**src/rtl/countdown_pkg.sv**
```systemverilog
// Shared types and limits for the countdown timer.
package countdown_pkg;

   typedef enum logic {
      IDLE = 1'b0,
      RUN  = 1'b1
   } cd_state_t;

   localparam int CD_WIDTH_MIN = 2;
   localparam int CD_WIDTH_MAX = 16;

endpackage

```
**src/rtl/countdown_timer.sv**
```systemverilog
// Loadable down-counter with a one-cycle done pulse at terminal count.
// Optional COUNTDOWN_AUTO_RELOAD_EN: reload the start value at terminal count and keep running.
module countdown_timer
   import countdown_pkg::*;
#(
   parameter int WIDTH = 4
) (
   input  logic             clock,
   input  logic             reset_n,
   input  logic             abort,
   input  logic             load,
   input  logic [WIDTH-1:0] load_value,
   input  logic             enable,
   output logic [WIDTH-1:0] count_out,
   output logic             busy,
   output logic             done
);

   generate
      if (WIDTH < CD_WIDTH_MIN || WIDTH > CD_WIDTH_MAX) begin : g_bad_width
         $error("countdown_timer: WIDTH out of range");
      end
   endgenerate

   localparam logic [WIDTH-1:0] ONE = WIDTH'(1);

   cd_state_t        state_q, state_d;
   logic [WIDTH-1:0] count_q, count_d;
   logic             done_q, done_d;
`ifdef COUNTDOWN_AUTO_RELOAD_EN
   logic [WIDTH-1:0] reload_q, reload_d;
`endif

   always_comb begin
      state_d = state_q;
      count_d = count_q;
      done_d  = 1'b0;
`ifdef COUNTDOWN_AUTO_RELOAD_EN
      reload_d = reload_q;
`endif
      if (abort) begin
         state_d = IDLE;
         count_d = '0;
      end else if (load) begin
         count_d = load_value;
         state_d = (load_value != '0) ? RUN : IDLE;
`ifdef COUNTDOWN_AUTO_RELOAD_EN
         reload_d = load_value;
`endif
      end else if (state_q == RUN && enable) begin
         // RUN always holds a nonzero count, so <=1 is the terminal case
         if (count_q > ONE) begin
            count_d = count_q - ONE;
         end else begin
            done_d = 1'b1;
`ifdef COUNTDOWN_AUTO_RELOAD_EN
            count_d = reload_q;
`else
            count_d = '0;
            state_d = IDLE;
`endif
         end
      end
   end

   always_ff @(posedge clock or negedge reset_n) begin
      if (!reset_n) begin
         state_q <= IDLE;
         count_q <= '0;
         done_q  <= 1'b0;
`ifdef COUNTDOWN_AUTO_RELOAD_EN
         reload_q <= '0;
`endif
      end else begin
         state_q <= state_d;
         count_q <= count_d;
         done_q  <= done_d;
`ifdef COUNTDOWN_AUTO_RELOAD_EN
         reload_q <= reload_d;
`endif
      end
   end

   assign count_out = count_q;
   assign busy      = (state_q == RUN);
   assign done      = done_q;

endmodule
```
**config.mk**
```make
export PLATFORM = sky130hd
export DESIGN_NAME = countdown_timer
export DESIGN_NICKNAME = d
export VERILOG_FILES = /design/src/rtl/countdown_pkg.sv /design/src/rtl/countdown_timer.sv
export SDC_FILE = /design/constraint.sdc
export NUM_CORES = 1
export LEC_CHECK = 0
export ABC_AREA = 1
export CORE_AREA = 2 2 39 41
export DETAILED_ROUTE_END_ITERATION = 7
export DIE_AREA = 0 0 41 43
export GPL_TIMING_DRIVEN = 0
export PLACE_DENSITY = 0.65
export SLEW_MARGIN = 20
export SYNTH_ARGS = -nofsm -noshare
export SYNTH_HDL_FRONTEND = slang
export SYNTH_SLANG_ARGS = --single-unit
export TNS_END_PERCENT = 50
```
**constraint.sdc**
```tcl
create_clock -name clock -period 1.1 [get_ports clock]
set_input_delay 0.11 -clock clock [delete_from_list [all_inputs] [get_ports clock]]
set_output_delay 0.11 -clock clock [all_outputs]
set_load 0.05 [all_outputs]
```
==> results.sh <==
export IMPL_rr_worst_depth=8
export IMPL_status="finished with violations"
export IMPL_r2r_end="busy$_DFFE_PN0P_"
export IMPL_dieArea_um2=1763
export IMPL_relSlewSlack=0.8115
export IMPL_synthFlopType="dfrtp_1"
export IMPL_cts_sinks=6
export IMPL_place_gp_congestion=0.7095
export IMPL_r2r_start="count_out[0]$_DFFE_PN0P_"
export IMPL_finalHoldViolations=0
export IMPL_fin_crit_ns=1.224
export IMPL_met1_usage=0.1368
export IMPL_setup_viol=7
export IMPL_violations="setup timing"
export IMPL_vias_per_cell=4.448
export IMPL_hpwl_um=684.1
export IMPL_grt_max_degree=9
export IMPL_min_period_over_period=1.113
export IMPL_grt_use_total=0.1210
export IMPL_yosysWarnings=0
export IMPL_worst_pin_slew_ns=0.2801
export IMPL_syn_to_final_growth_pct=52.25
export IMPL_setup_ws_ns=-0.1243
export IMPL_slowest_stage="dfrtp_2"
export IMPL_die_x_um=41
export IMPL_wl_per_cell_um=9.063
export IMPL_synth_most_common_cell="nand2_1"
export IMPL_htreeDepth=1
export IMPL_hp_start="load"
export IMPL_rsz0062_at_grt="yes"
export IMPL_path_max_fanout=5
export IMPL_top_usage_layer="met2"
export IMPL_synth_edf_count=0
export IMPL_grt_antenna_before_repair=0
export IMPL_hold_path_class="input pin to flip-flop"
export IMPL_numCtsBuffers=3
export IMPL_layout_nets=93
export IMPL_grt_ovfl_total=0
export IMPL_synth_area_um2=416.7
export IMPL_netlist_instances=60
export IMPL_ys_types=16
export IMPL_critPathLaunch="count_out[0]$_DFFE_PN0P_"
export IMPL_placed_cell_area_um2=581.8
export IMPL_endpoint="busy$_DFFE_PN0P_"
export IMPL_syn_avg_cell_area_um2=6.944
export IMPL_vias=427
export IMPL_cp_end_kind="flip-flop"
export IMPL_drv_cap=0
export IMPL_worstSetupPathType="flip-flop to flip-flop"
export IMPL_worstPathCellList="inv_2 > ha_4 > inv_2 > nand2_2 > nand2_4 > buf_4 > o21ai_1 > o21ai_1"
export IMPL_cp_start_kind="flip-flop"
export IMPL_ioPinCount=15
export IMPL_synth_common_cells="nand2_1, inv_1, dfrtp_1, o21ai_1"
export IMPL_cp_num_cells=8
export IMPL_async_flop_share=1.000
export IMPL_grt_pass1_wl_um=1400
export IMPL_first_pass_iters=4
export IMPL_row_count=14
export IMPL_routed_wirelength_um=870
export IMPL_skew_ns=0.0009806
export IMPL_pre_cts_ws_ns=-0.2636
export IMPL_cp_required_ns=1.23
export IMPL_drc=0
export IMPL_clock_latency_ns=0.24
export IMPL_port_buffers=13
export IMPL_cts_max_path_buffers=2
export IMPL_ir_worst_vdd_mv=0.8251
export IMPL_whs_ns=0.06852
export IMPL_drtIter0Drc=4
export IMPL_synth_top_area_cell="dfrtp_1"
export IMPL_use_met2=0.1781
export IMPL_maxSlewViolCount=0
export IMPL_ys_top_cells_by_area="dfrtp_1, nand2_1, inv_1"
export IMPL_synth_top_area_share=0.3604
export IMPL_cts_tree="done"
export IMPL_fmax_mhz=816.8
export IMPL_finalInstanceArea_um2=634.4
export IMPL_cpPeakStageDelay_ns=0.44
export IMPL_antennaDiodeCount=0
export IMPL_start_util=0.3011
export IMPL_grtUsageMet3=0.07853
export IMPL_p_leak_nw=0.3328
export IMPL_first_global_vias=366
export IMPL_crit_arrival_ns=1.35
export IMPL_syn_nets=71
export IMPL_core_region_area_um2=1384
export IMPL_cts_root_buffer="clkbuf_4"
export IMPL_cp_top_family="flip-flops"
export IMPL_fp_dieH_um=43
export IMPL_path_clk_slew_ns=0.04
export IMPL_synth_seq_cells=6
export IMPL_seq_area_frac_synth=0.3604
export IMPL_r2r_slack_ns=-0.12
export IMPL_drive_gt1_frac=0.3875
export IMPL_ant_nets=0
export IMPL_p_total_w=0.0008477
export IMPL_crit_buf_inv=3
export IMPL_powerDensity_nw_per_um2=1336
-- cells by family (layout without fill, tap and decap cells) --
group | after synthesis | after routing | share of synthesized area
AOI/OAI and AO/OA | 6 | 6 | 0.07205
xor gates and xnor gates | 1 | 1 | 0.02102
adders and majority gates | 2 | 2 | 0.06005
buffers and inverters | 10 | 30 | 0.1141
DFF | 6 | 6 | 0.3604
and+or+nand+nor | 35 | 35 | 0.3724
-- flip-flops by register name (all words and copies together) (netlist names) --
| name | cells |
|---|---|
| busy | 1 |
| count_out | 4 |
| done | 1 |
-- report_power, final --
| group | internal, W | total [W] | switching, W |
|---|---|---|---|
| logic | 0.000157 | 0.000382 | 0.000224 |
| registers | 0.000244 | 0.000272 | 0.0000277 |
| clock network | 0.000123 | 0.000194 | 0.0000711 |
-- timing repair --
item | 4_1_cts | 5_1_grt
resized for setup | 30 | 4
pin swaps | 6 | 3
hold buffers | 0 | 0
endpoints found under the setup margin | 12 | 7
buffers inserted | 2 | 2
hold endpoints to repair | 0 | 0
-- cell usage in the layout, fill, tap and decap left out, drive strengths merged --
| cell type | synthesis | final |
|---|---|---|
| nand2 | 27 | 27 |
| buf | 1 | 10 |
| inv | 9 | 9 |
| clkdlybuf4s50 | 0 | 7 |
| nor2 | 6 | 6 |
| dfrtp | 6 | 6 |
| o21ai | 5 | 5 |
| clkbuf | 0 | 3 |
| ha | 2 | 2 |
| nor4 | 1 | 1 |
| a21oi | 1 | 1 |
| nand3 | 1 | 1 |
| xnor2 | 1 | 1 |
| clkdlybuf4s15 | 0 | 1 |
-- routing by layer --
metal	wire (um)	vias up
li1	-	222
met1	355	190
met2	434	15
met3	80	0
met4	0	0
met5	0	-
-- worst min-delay path by stage --
stage / endpoint / slack [ns] / cells past startpoint
after floorplan: busy$_DFFE_PN0P_ / -0.19 / 0
after global placement: done$_DFF_PN0_ / 0.32 / 2
after detailed placement: done$_DFF_PN0_ / 0.32 / 2
after CTS: done$_DFF_PN0_ / 0.07 / 2
after global routing: done$_DFF_PN0_ / 0.06 / 2
final: done$_DFF_PN0_ / 0.07 / 2
-- layout make-up --
class | count | area, um^2
buffer | 1 | 11.26
timing repair buffer | 17 | 136.4
fill | 148 | 749.5
clock buffer | 3 | 22.52
multi-input combinational | 44 | 255.2
inverter | 9 | 36.28
sequential | 6 | 152.6
tap | 16 | 20.02
-- per-stage QoR --
stage	std cells	utilization	TNS [ns]
CTS	94	0.4322	-0.6131
detailed placement	89	0.4204	-1.906
floorplan	60	-	-0.9982
global placement	89	0.4204	-1.712
global route	96	0.4584	-1.252
finish	96	0.4584	-0.6042
Note: power is estimated with default switching activity, not from simulation.
